===== src/rtl/rv_encode_pkg.sv =====
// Shared RV32I encoding definitions for the instruction loader: opcodes,
// instruction-class and loader-state enums.
package rv_encode_pkg;

  localparam logic [6:0] OP_R      = 7'b0110011;
  localparam logic [6:0] OP_IALU   = 7'b0010011;
  localparam logic [6:0] OP_LOAD   = 7'b0000011;
  localparam logic [6:0] OP_STORE  = 7'b0100011;
  localparam logic [6:0] OP_BRANCH = 7'b1100011;
  localparam logic [6:0] OP_JAL    = 7'b1101111;

  // Word-sized access; the only width the core's LOAD/STORE path supports.
  localparam logic [2:0] F3_WORD = 3'b010;

  typedef enum logic [2:0] {
    KIND_R      = 3'd0,
    KIND_IALU   = 3'd1,
    KIND_LOAD   = 3'd2,
    KIND_STORE  = 3'd3,
    KIND_BRANCH = 3'd4,
    KIND_JAL    = 3'd5
  } kind_e;

  typedef enum logic [1:0] {
    ST_IDLE,
    ST_LOAD,
    ST_DONE,
    ST_ERR
  } state_e;

endpackage


===== src/rtl/instr_encoder.sv =====
// Combinational field-to-RV32I encoder; flags immediates that do not fit
// the target format and unknown instruction classes.
module instr_encoder
  import rv_encode_pkg::*;
(
  input  logic [2:0]  kind_i,
  input  logic [4:0]  rd_i,
  input  logic [4:0]  rs1_i,
  input  logic [4:0]  rs2_i,
  input  logic [2:0]  funct3_i,
  input  logic        funct7b5_i,
  input  logic [20:0] imm_i,
  output logic [31:0] word_o,
  output logic        illegal_o
);

  logic fits12;
  logic fits13;

  // A value fits N signed bits when every bit above N-1 equals the sign bit.
  assign fits12 = (&imm_i[20:11]) | ~(|imm_i[20:11]);
  assign fits13 = (&imm_i[20:12]) | ~(|imm_i[20:12]);

  always_comb begin
    // NOTE: every output gets a default before the case so no path leaves
    // it unassigned, which would otherwise infer a latch.
    word_o    = '0;
    illegal_o = 1'b0;
    case (kind_i)
      KIND_R:
        word_o = {1'b0, funct7b5_i, 5'b0, rs2_i, rs1_i, funct3_i, rd_i, OP_R};
      KIND_IALU: begin
        word_o    = {imm_i[11:0], rs1_i, funct3_i, rd_i, OP_IALU};
        illegal_o = ~fits12;
      end
      KIND_LOAD: begin
        word_o    = {imm_i[11:0], rs1_i, F3_WORD, rd_i, OP_LOAD};
        illegal_o = ~fits12;
      end
      KIND_STORE: begin
        word_o    = {imm_i[11:5], rs2_i, rs1_i, F3_WORD, imm_i[4:0], OP_STORE};
        illegal_o = ~fits12;
      end
      KIND_BRANCH: begin
        word_o    = {imm_i[12], imm_i[10:5], rs2_i, rs1_i, funct3_i,
                     imm_i[4:1], imm_i[11], OP_BRANCH};
        illegal_o = ~fits13 | imm_i[0];
      end
      KIND_JAL: begin
        word_o    = {imm_i[20], imm_i[10:1], imm_i[11], imm_i[19:12], rd_i, OP_JAL};
        illegal_o = imm_i[0];
      end
      default: illegal_o = 1'b1;
    endcase
  end

endmodule


===== src/rtl/instr_encoder_loader.sv =====
// Streams instruction fields in, encodes them and writes the words
// sequentially into instruction memory through a registered write port.
module instr_encoder_loader
  import rv_encode_pkg::*;
#(
  parameter int          DEPTH     = 64,
  parameter logic [31:0] BASE_ADDR = 32'h0000_0000
) (
  input  logic                   clk,
  input  logic                   reset_n,
  input  logic                   start,
  input  logic                   in_valid,
  output logic                   in_ready,
  input  logic                   in_last,
  input  logic [2:0]             in_kind,
  input  logic [4:0]             in_rd,
  input  logic [4:0]             in_rs1,
  input  logic [4:0]             in_rs2,
  input  logic [2:0]             in_funct3,
  input  logic                   in_funct7b5,
  input  logic [20:0]            in_imm,
  output logic                   imem_we,
  output logic [31:0]            imem_addr,
  output logic [31:0]            imem_wdata,
  output logic                   busy,
  output logic                   done,
  output logic                   err,
  output logic [$clog2(DEPTH):0] count
);

  localparam int CW = $clog2(DEPTH) + 1;
  localparam logic [CW-1:0] DEPTH_W = CW'(DEPTH);

  state_e        state_q;
  logic [31:0]   ptr_q;
  logic [CW-1:0] count_q;
  logic [CW-1:0] count_d;
  logic          we_q;
  logic [31:0]   addr_q;
  logic [31:0]   wdata_q;
  logic          done_q;
  logic          err_q;
  logic [31:0]   enc_word;
  logic          enc_illegal;

  instr_encoder u_encoder (
    .kind_i     (in_kind),
    .rd_i       (in_rd),
    .rs1_i      (in_rs1),
    .rs2_i      (in_rs2),
    .funct3_i   (in_funct3),
    .funct7b5_i (in_funct7b5),
    .imm_i      (in_imm),
    .word_o     (enc_word),
    .illegal_o  (enc_illegal)
  );

  assign count_d = count_q + 1'b1;

  always_ff @(posedge clk or negedge reset_n) begin
    if (!reset_n) begin
      state_q <= ST_IDLE;
      ptr_q   <= '0;
      count_q <= '0;
      we_q    <= 1'b0;
      addr_q  <= '0;
      wdata_q <= '0;
      done_q  <= 1'b0;
      err_q   <= 1'b0;
    end else begin
      // NOTE: non-blocking assignments only, so every register samples the
      // pre-edge values regardless of statement order.
      we_q   <= 1'b0;
      done_q <= 1'b0;
      case (state_q)
        ST_LOAD: begin
          if (in_valid) begin
            if (enc_illegal) begin
              err_q   <= 1'b1;
              state_q <= ST_ERR;
            end else begin
              we_q    <= 1'b1;
              addr_q  <= ptr_q;
              wdata_q <= enc_word;
              ptr_q   <= ptr_q + 32'd4;
              count_q <= count_d;
              if (in_last) begin
                done_q  <= 1'b1;
                state_q <= ST_DONE;
              end else if (count_d == DEPTH_W) begin
                // Memory full without a terminating beat: keep the word, flag it.
                err_q   <= 1'b1;
                state_q <= ST_ERR;
              end
            end
          end
        end
        default: begin
          if (start) begin
            state_q <= ST_LOAD;
            err_q   <= 1'b0;
            count_q <= '0;
            ptr_q   <= BASE_ADDR;
          end else if (state_q == ST_DONE) begin
            state_q <= ST_IDLE;
          end
        end
      endcase
    end
  end

  assign in_ready   = (state_q == ST_LOAD);
  assign busy       = (state_q == ST_LOAD);
  assign imem_we    = we_q;
  assign imem_addr  = addr_q;
  assign imem_wdata = wdata_q;
  assign done       = done_q;
  assign err        = err_q;
  assign count      = count_q;

endmodule


===== config.mk =====
export PLATFORM = sky130hd
export DESIGN_NAME = instr_encoder_loader
export DESIGN_NICKNAME = d
export VERILOG_FILES = /design/src/rtl/rv_encode_pkg.sv /design/src/rtl/instr_encoder.sv /design/src/rtl/instr_encoder_loader.sv
export SDC_FILE = /design/constraint.sdc
export NUM_CORES = 1
export LEC_CHECK = 0
export ABC_AREA = 1
export BUFFER_PORTS_ARGS = -buffer_cell sky130_fd_sc_hd__buf_4
export CAP_MARGIN = 20
export CORE_UTILIZATION = 30
export CTS_CLUSTER_SIZE = 12
export DETAILED_ROUTE_END_ITERATION = 12
export GPL_TIMING_DRIVEN = 0
export PLACE_DENSITY = 0.55
export SLEW_MARGIN = 20
export SYNTH_ARGS = -nofsm -noshare
export SYNTH_HDL_FRONTEND = slang
export SYNTH_HIERARCHICAL = 1
export SYNTH_SLANG_ARGS = --single-unit

===== constraint.sdc =====
create_clock -name clk -period 2.4 [get_ports clk]
set_clock_uncertainty 0.05 [all_clocks]
set_input_delay 0.6 -clock clk [delete_from_list [all_inputs] [get_ports clk]]
set_output_delay 0.6 -clock clk [all_outputs]
set_load 0.02 [all_outputs]

# Word-level counts from Yosys, hierarchy flattened
# Cells that the tools add are included.
# W data, S select, Z words.
# op_classes
n_addsub	2
mul	0
div	0
magnitude_cmp	0
n_eq_ne	13
shift	0
mux	30
bitwise	8
reduce_logical	12
# ops
cell	n
$pmux W32 S6	1
$mux W32	4
$add A32 B3 Y32 const B	1
$mux W7	4
$mux W2	7
$mux W1	13
$reduce_and A10 Y1	1
$reduce_or A10 Y1	1
$reduce_and A3 Y1	3
$reduce_and A9 Y1	1
$reduce_or A9 Y1	1
$add A7 B1 Y7 const B	1
$eq A7 B7 Y1 const B	1
$eq A3 B2 Y1 const B	2
$eq A3 B3 Y1 const B	2
$not A1 Y1	5
$ne A2 B2 Y1 const B	2
$ne A4 B2 Y1 const B	1
$pmux W1 S4	1
$reduce_and A4 Y1	1
$eq A3 B1 Y1 const B	1
$logic_not A3 Y1	1
$ne A3 B1 Y1 const B	1
$ne A3 B2 Y1 const B	1
6 further kinds	8
# totals
regBits	108
latchBits	0
ram_bits	0
rom_bits	0
out_inout_bits	76
n_memories	0

# Depth between registers and ports, before layout
# Gate-level depths: netlist of the first run.
# depth
depth_word	9
depth_mapped	15
mapped_depth_nobuf	15

# Cells and area by module
# The synthesis of the first run kept the hierarchy.
# modules_own_cells
module	instances	cells_per_inst	area_per_inst_um2
instr_encoder_loader	1	616	4899.7
instr_encoder	1	138	611.8

# Least setup slack after synthesis of the first run
# OpenSTA, ideal clock, no wires.
# synth_timing
kind	in2reg
from	input port in_kind[1]
to	register addr_q[4], in the netlist imem_addr[4]
setup_ns	0.066
t_arrival_ns	1.866
t_required_ns	2.284
setup_slack_ns	0.419
path_stages	11
path_buffers	2
path_cell_list	nor2_4 -> nand2_1 -> inv_1 -> nand3_1 -> nand3_1 -> inv_1 -> nand3_4 -> buf_2 -> clkbuf_1 -> nand2_1 -> nand2_1
# synth_via
elab_chain_cells	5
elab_cells_between_ends	10
cone_classes	5 x eq/ne; 1 x mux; 1 x bitwise; 3 x reduce/logical
# synth_lines
item	line_no	rtl
start: declaration	instr_encoder_loader.sv:15	input logic [2:0] in_kind,
$eq A3 B1 Y1 / $eq A3 B2 Y1 (equally long branches)	instr_encoder.sv:29	case (kind_i)
$reduce_or A3 Y1 (no source line)	-	
$pmux W1 S4 (*)	instr_encoder.sv:29	
via enc_illegal	instr_encoder_loader.sv:44	logic enc_illegal;
$not A1 Y1 (no source line) (*)	-	
$reduce_and A3 Y1 (no source line) (*)	-	
end signal: assignment	instr_encoder_loader.sv:83	addr_q <= ptr_q;
end: declaration	instr_encoder_loader.sv:39	logic [31:0] addr_q;
# Mark *: on every way through the listed nets, which the timed path passes. The rest lies on a longest branch.
# A chain may end at the register's enable or synchronous reset.

# Worst setup path after layout of the first run
# layout_timing
from	input port in_kind[1]
to	register count_q[4], in the netlist count[4]
# layout_via
elab_chain_cells	5
elab_cells_between_ends	10
cone_classes	6 x eq/ne; 1 x mux; 3 x reduce/logical
# layout_lines
item	line_no	rtl
$eq A3 B1 Y1 / $eq A3 B2 Y1 (equally long branches)	instr_encoder.sv:29	
$reduce_or A3 Y1 (no source line)	-	
$pmux W1 S4 (*)	instr_encoder.sv:29	
via enc_illegal	instr_encoder_loader.sv:44	
$ne A2 B2 Y1 (no source line) (*)	-	
$reduce_and A3 Y1 (no source line) (*)	-	
end signal: assignment	instr_encoder_loader.sv:86	count_q <= count_d;
end: declaration	instr_encoder_loader.sv:36	logic [CW-1:0] count_q;
# Marks and branches as above.

==> implementation parameters, run 1 <==
Parameter                              Value

CTS
  Maximum root-to-sink buffer count ... 2
  Clock network latency to the later pin of the worst-skew pair ... between 0.3 and 0.4 ns
  Number of clock sinks ... 104
  Root cell of the clock tree ... sky130_fd_sc_hd__clkbuf_16
  Total number of H-tree levels ... 3
  Clock edge transition at the registers on the reported setup and hold paths ... 0.07 ns
  CTS tree ... built
  Clock buffers created by TritonCTS ... 9
  Number of buffers added for setup after CTS ... 0

Critical path
  Setup crit end kind ... register
  Worst path cell trace ... buf_4 -> nor2_4 -> nand2_1 -> inv_1 -> nand3_1 -> nand3_1 -> inv_1 -> nand3_4 -> buf_2 -> buf_2 -> o22ai_1
  Reg2reg setup slack ... 0.67 ns
  CP Data Required Time ... 2.59 ns
  Slowest stage cell, crit path ... sky130_fd_sc_hd__buf_2
  Critical path arrival ... roughly 2.3 ns
  CP startpoint kind ... input pin
  Capturing point of the worst reg2reg path ... ptr_q[18]$_DFFE_PN0P_
  Maximum fanout count along the critical path ... 10
  FF-to-FF path depth ... 10
  Critical register-to-register path startpoint ... ptr_q[2]$_DFFE_PN0P_
  Highest cell delay on the worst timing path ... ~0.28 ns
  Class of the most critical setup path ... input pin to register

Cells and area
  Diodes inserted ... 0
  Most frequent cells in the layout ... sky130_fd_sc_hd__nand2_1, sky130_fd_sc_hd__buf_4, sky130_fd_sc_hd__dfrtp_1
  Most common library cell in the layout ignoring fill and taps ... sky130_fd_sc_hd__nand2_1
  Cell area after layout ... 7090 um^2
  End-of-flow core utilization ... 39.5%
  Ratio of cells with drive above 1 in the final layout ... 20.6%
  Layout overhead on the synthesized area ... 28.6%
  Final layout net count ... around 940

Detailed routing
  DR iter-0 viols ... 181
  Number of detailed-routing iterations run before antenna repair ... 5
  Detail-routed net length per standard cell ... about 14 um
  DRC viols ... 0
  Via density ... 4.54
  Post-detailed-route count of antenna-violating nets ... 0
  Total length of routed wires ... 15700 um
  Total number of vias ... ~5100

Synth
  Synthesis-stage register bit count ... 104
  Post-synthesis instance area ... 5510 um^2
  Adder-cell share of the synthesized area ... 0.454%
  Area share of and/or/nand/nor cells after synthesis ... 34.7%
  Post-Synth XOR/XNOR Area ... 0%
  Post-synthesis mux area share ... 0%
  Post-synthesis cell type with the largest combined area ... sky130_fd_sc_hd__dfrtp_1
  Compound-Gate Fraction of Synth Area ... approximately 8.9%
  Post-synthesis sequential area ratio ... 47.2%
  Cells taking the most area after synthesis ... sky130_fd_sc_hd__dfrtp_1, sky130_fd_sc_hd__nand2_1, sky130_fd_sc_hd__inv_1
  Largest family of logic cells by synthesized area ... simple AND/OR/NAND/NOR gates
  Number of distinct standard cells referenced by the synthesized netlist ... 40
  Mean area per synthesized cell ... 7.31 um^2
  Area share of the largest cell type after synthesis ... approximately 47%
  Count of yosys warnings during synthesis ... 6
  Post-Synthesis Cells ... 754

Global route
  Wire length of the first global-routing pass ... 25600 um
  Vias in the first global route ... between 4000 and 5000
  Grt ovf ... 0
  GRT Util Overall ... 17.7%
  Pin count of the biggest net entering global routing ... 105
  Antenna violations before repair ... 0

Placement
  Placement-stage worst setup slack ... -0.329 ns
  Area after DPL ... 6710 um^2
  RD Place Congestion ... 0.890
  I/O Buffers ... 121
  DP Wirelength ... 11700 um

Timing
  Worst-margin pin slew ... 0.568 ns
  Fraction of the cycle the final worst path needs ... between 80% and 90%
  Max_slew headroom ... 62.0%
  RSZ-0062 raised after global routing ... no
  Min cycle time layout ... 2.12 ns
  Worst path setup slack after routing ... roughly 0.28 ns
  Total count of hold-check failures in the final report ... 0
  Fmax ... 0.471 GHz
  Number of failing setup endpoints in the final timing report ... 0
  Max Transition Viols Final ... 0

Die
  Starting density of the core ... 30.7%
  Total die area ... 18900 um^2
  Placeable core region ... about 18000 um^2
  I/O pin cnt ... 124
  Number of rows in the core area ... 49
  Die boundary width ... approximately 140 um
  Vertical die dimension ... approximately 140 um

Pwr
  Power density relative to cell area ... 880 nW/um^2
  Overall power ... between 6 and 7 mW
  Cell leakage power ... 3.68 nW
  Worst voltage drop across the vdd grid ... just over 600 uV

Run status
  Status ... finished, final reports clean

Flow run
  Max-cap violation count ... 0

Worst hold path
  Class of the worst hold path ... input pin to async pin
==> report_power, final <==
group	internal, mW	leakage (nW)	total [mW]	switching (mW)
logic	0.832	2.10	2.15	1.31
registers	2.12	1.41	2.36	0.237
clock network	1.05	0.170	1.73	0.684
==> worst max-delay path by stage <==
stage                    start                   endpoint  slack, ns  cells past startpoint
floorplan           in_kind[1]   imem_addr[4]$_DFFE_PN0P_       0.42                     11
global placement    in_kind[1]  imem_addr[28]$_DFFE_PN0P_      -0.31                     11
detailed placement  in_kind[1]  imem_addr[27]$_DFFE_PN0P_      -0.33                     11
CTS                 in_kind[1]  imem_addr[27]$_DFFE_PN0P_       0.05                     11
global route        in_kind[1]  imem_addr[19]$_DFFE_PN0P_       0.05                     12
finish              in_kind[1]       count[4]$_DFFE_PN0P_       0.28                     11
==> layout make-up <==
cell class,count,area (um^2)
clock buffer,11,243
buffer,25,151
inverter,85,324
tap,229,287
fill,1927,10900
multi-input combinational,541,2440
sequential,104,2600
clock inverter,5,104
timing repair buffer,122,940
==> synth_stat cells (all sizes together) <==
cell type	instances
o22ai	4
ha	2
dfrtp	104
o21ai	65
nand3	42
a211o	1
nor3	17
nand2	308
a21oi	12
buf	20
conb	1
o21a	1
a22o	1
or2	1
o221ai	1
nand4	10
inv	84
a211oi	1
clkbuf	5
nand3b	2
o31ai	1
o21bai	2
o211ai	1
nor2	66
a22oi	1
clkinv	1
==> through the flow <==
step	std cells	TNS, ns	hold WS (ns)
2_1_floorplan	755	0	0.254
3_3_place_gp	1105	-8.13	0.410
3_5_place_dp	1105	-7.86	0.417
4_1_cts	1121	0	0.368
5_1_grt	1122	0	0.0708
6_report	1122	0	0.0601
==> registers in the layout, indices dropped and copies added, names as in the netlist <==
register,count
imem_wdata,32
imem_addr,30
ptr_q,30
count,7
state_q,2
done,1
err,1
imem_we,1
==> critical path: cells and delay by family <==
| kind | cells | cell delay [ns] |
|---|---|---|
| AND/OR/NAND/NOR | 5 | 0.70 |
| AO/OA/AOI/OAI | 1 | 0.13 |
| buffers and inverters | 5 | 0.88 |
==> repair_timing <==
action / 4_1_cts / 5_1_grt
hold buffers: 0 / 0
gates resized for setup: 0 / 4
endpoints found under the setup margin: 0 / 12
==> metal layers <==
layer / global-route usage, % / up-vias / part of all wire, %
met1: 21.9 / 2293 / 45
met2: 29.0 / 142 / 46
met3: 6.18 / 19 / 7.0
met4: 4.82 / 0 / 1.6
li1: - / 2639 / -
met5: 0 / - / 0
==> cells by family after synthesis <==
family / after synthesis
AND/OR/NAND/NOR: 446
buffers and inverters: 110
flip-flops: 104
AO/OA/AOI/OAI: 91
adder cells (fa/ha/maj): 2
other: 1
No activity file was read; power rests on OpenSTA's default activity.
==> inputs of run 2 (changes only) <==
--- a/config.mk
+++ b/config.mk
@@ -8,6 +8,7 @@
 export ABC_AREA = 1
 export BUFFER_PORTS_ARGS = -buffer_cell sky130_fd_sc_hd__buf_4
 export CAP_MARGIN = 20
+export CORE_ASPECT_RATIO = 0.9
 export CORE_UTILIZATION = 30
 export CTS_CLUSTER_SIZE = 12
 export DETAILED_ROUTE_END_ITERATION = 12
==> run 2 against run 1 <==
Power fell by 5.2%. Sequential power about the same. Flip-flop and latch count stayed put. Clock power is 18% lower. Routed wire length is 2.8% higher. Largest cell class unchanged. Largest power group unchanged. Highest routed layer unchanged.
==> implementation parameters, run 2 (synthesis gave the netlist of run 1 again) <==
Parameter                              Value

Cells and area
  Most frequent cells in the layout ... sky130_fd_sc_hd__nand2_1, sky130_fd_sc_hd__buf_4, sky130_fd_sc_hd__dfrtp_1
  Cell area after layout ... 7010 um^2 (-1.2%)
  Number of flip-flops in the largest register ... 32 (unchanged)
  Final layout net count ... 937 (-0.11%)
  Most common library cell in the layout ignoring fill and taps ... sky130_fd_sc_hd__nand2_1
  Ratio of cells with drive above 1 in the final layout ... 20.4% (-0.18 points)
  Final-layout fill cell count ... 1891 (-1.9%)
  Layout overhead on the synthesized area ... 27.1%
  Diodes inserted ... 0 (unchanged)

Critical path
  Number of cells on the critical path ... 11 (unchanged)
  Maximum fanout count along the critical path ... 10 (unchanged)
  CP Data Required Time ... 2.57 ns (-0.02 ns)
  Slowest stage cell, crit path ... sky130_fd_sc_hd__clkbuf_2
  CP startpoint kind ... input pin
  FF-to-FF path depth ... 8 (-2)
  Worst setup startpoint ... in_kind[1]
  Critical path arrival ... 2.40 ns (+0.09 ns)
  Setup crit end kind ... register
  Highest cell delay on the worst timing path ... 0.28 ns (about the same)
  Class of the most critical setup path ... input pin to register
  Bufs and invs on worst path ... 5 (unchanged)
  Worst path cell trace ... buf_4 -> nor2_4 -> nand2_1 -> inv_1 -> nand3_1 -> nand3_1 -> inv_1 -> nand3_4 -> buf_2 -> clkbuf_2 -> o21ai_0
  Critical register-to-register path startpoint ... ptr_q[12]$_DFFE_PN0P_
  Family with the most delay on the worst path ... buffers and inverters

Timing
  Total count of hold-check failures in the final report ... 0 (unchanged)
  Min cycle time layout ... 2.23 ns (+0.105 ns)
  Fmax ... 0.449 GHz (-4.7%)
  Max_slew headroom ... 34.5% (-27 points)
  Number of failing setup endpoints in the final timing report ... 0 (unchanged)
  Worst path setup slack after routing ... 0.172 ns (-0.105 ns)
  RSZ-0062 raised after global routing ... no
  Worst hold slack after final layout ... 0.322 ns (+0.262 ns)
  Worst-margin pin slew ... 0.982 ns (+0.413 ns)
  Fraction of the cycle the final worst path needs ... 92.8% (+4.4 points)
  Max Transition Viols Final ... 0 (unchanged)

Pwr
  Worst voltage drop across the vdd grid ... 378 uV (-39%)
  Power density relative to cell area ... 843 nW/um^2 (-4.1%)
  Cell leakage power ... 3.63 nW (-1.3%)

Detailed routing
  Post-detailed-route count of antenna-violating nets ... 0 (unchanged)
  DRC viols ... 0 (unchanged)
  Number of detailed-routing iterations run before antenna repair ... 4 (-1)
  Total number of vias ... 5164 (+1.4%)
  Via density ... 4.57 (+0.59%)
  Detail-routed net length per standard cell ... 14.3 um (+2.0%)
  Total length of routed wires ... 16100 um (+2.8%)
  DR iter-0 viols ... 319 (+76%)

Die
  I/O pin cnt ... 124 (unchanged)
  Number of rows in the core area ... 46 (-6.1%)
  Placeable core region ... 17800 um^2 (-1.0%)
  Vertical die dimension ... 131 um (-5.1%)
  Starting density of the core ... 31.0% (+0.31 points)
  Total die area ... 18900 um^2 (about the same)
  Die boundary width ... 145 um (+5.3%)

Worst hold path
  Class of the worst hold path ... input pin to async pin

Global route
  Pin count of the biggest net entering global routing ... 105 (unchanged)
  Grt ovf ... 0 (unchanged)
  Wire length of the first global-routing pass ... 26100 um (+2.1%)
  Vias in the first global route ... 4907 (-1.2%)
  Antenna violations before repair ... 0 (unchanged)
  GRT Util Overall ... 18.1% (+0.40 points)

CTS
  Root cell of the clock tree ... sky130_fd_sc_hd__clkbuf_16
  Number of buffers added for setup after CTS ... 0 (unchanged)
  CTS tree ... built
  Number of clock sinks ... 104 (unchanged)
  Total number of H-tree levels ... 3 (unchanged)
  Clock network latency to the later pin of the worst-skew pair ... 0.35 ns (about the same)
  Clock buffers created by TritonCTS ... 9 (unchanged)
  Clock edge transition at the registers on the reported setup and hold paths ... 0.07 ns (about the same)
  Maximum root-to-sink buffer count ... 2 (unchanged)

Flow run
  Max-cap violation count ... 0 (unchanged)

Placement
  Area after DPL ... 6730 um^2 (+0.20%)
  Placement-stage worst setup slack ... -0.382 ns (-0.0528 ns)
  DP Wirelength ... 12100 um (+3.5%)
  RD Place Congestion ... 0.853 (-4.2%)
  I/O Buffers ... 121 (unchanged)

Run status
  Status ... finished, final reports clean
## run 2: changes by cell type in the layout (fill, tap and decap cells not counted)
cell | before | now
sky130_fd_sc_hd__clkinv_4 | 1 | 0
sky130_fd_sc_hd__buf_2 | 11 | 10
sky130_fd_sc_hd__bufinv_16 | 3 | 0
sky130_fd_sc_hd__clkbuf_4 | 0 | 1
sky130_fd_sc_hd__buf_16 | 1 | 0
sky130_fd_sc_hd__clkinvlp_4 | 0 | 1
sky130_fd_sc_hd__clkbuf_8 | 1 | 2
sky130_fd_sc_hd__clkinv_2 | 1 | 2
## run 2: power by group
group	switching, mW	total, mW	internal [mW]
combinational	1.31	2.14	0.828
sequential	0.239	2.36	2.12
clock	0.655	1.41	0.753
total	2.21	5.91	3.70
## run 2: routing by layer
metal	vias to the layer above	GRT usage, %	share of wire, %
li1	2646	-	-
met1	2398	27.5	51
met2	106	26.3	43
met3	14	2.48	4.3
met4	0	5.76	1.5
met5	-	0	0
## run 2: final cells by class
class	count	area, um^2	area share, %
multi-input cells	541	2440	34.8
inverters	85	324	4.63
well taps	240	300	4.29
clock inverters	3	17.5	0.250
repair buffers	121	912	13.0
clock buffers	12	256	3.66
flip-flops and latches	104	2600	37.1
plain buffers	25	154	2.20
## run 2: final timing paths
check                                                 end  slack, ns
worst max-delay path            imem_addr[28]$_DFFE_PN0P_       0.17
worst min-delay path            imem_addr[13]$_DFFE_PN0P_       0.32
worst max register to register      ptr_q[31]$_DFFE_PN0P_       0.58
worst min register to register  imem_wdata[5]$_DFFE_PN0P_       0.43
max in group asynchronous                  done$_DFF_PN0_       1.31
min in group clk                imem_wdata[5]$_DFFE_PN0P_       0.43
## run 2: timing repair
action                                 CTS  global route
hold buffers                             0             0
setup endpoints to repair                2            11
pin swaps                                0             0
endpoints found under the hold margin    0             0
gates resized for setup                  1             3
## run 2: through the flow
stage          std cells  utilization [%]  power [mW]  setup TNS, ns
4_1_cts             1131             39.4        6.01              0
5_1_grt             1131             39.4        6.29              0
3_5_place_dp        1116             37.8        4.57         -15.18
2_1_floorplan        755                -        3.56              0
3_3_place_gp        1116             37.8        4.55         -13.42
6_report            1131             39.4        5.91              0
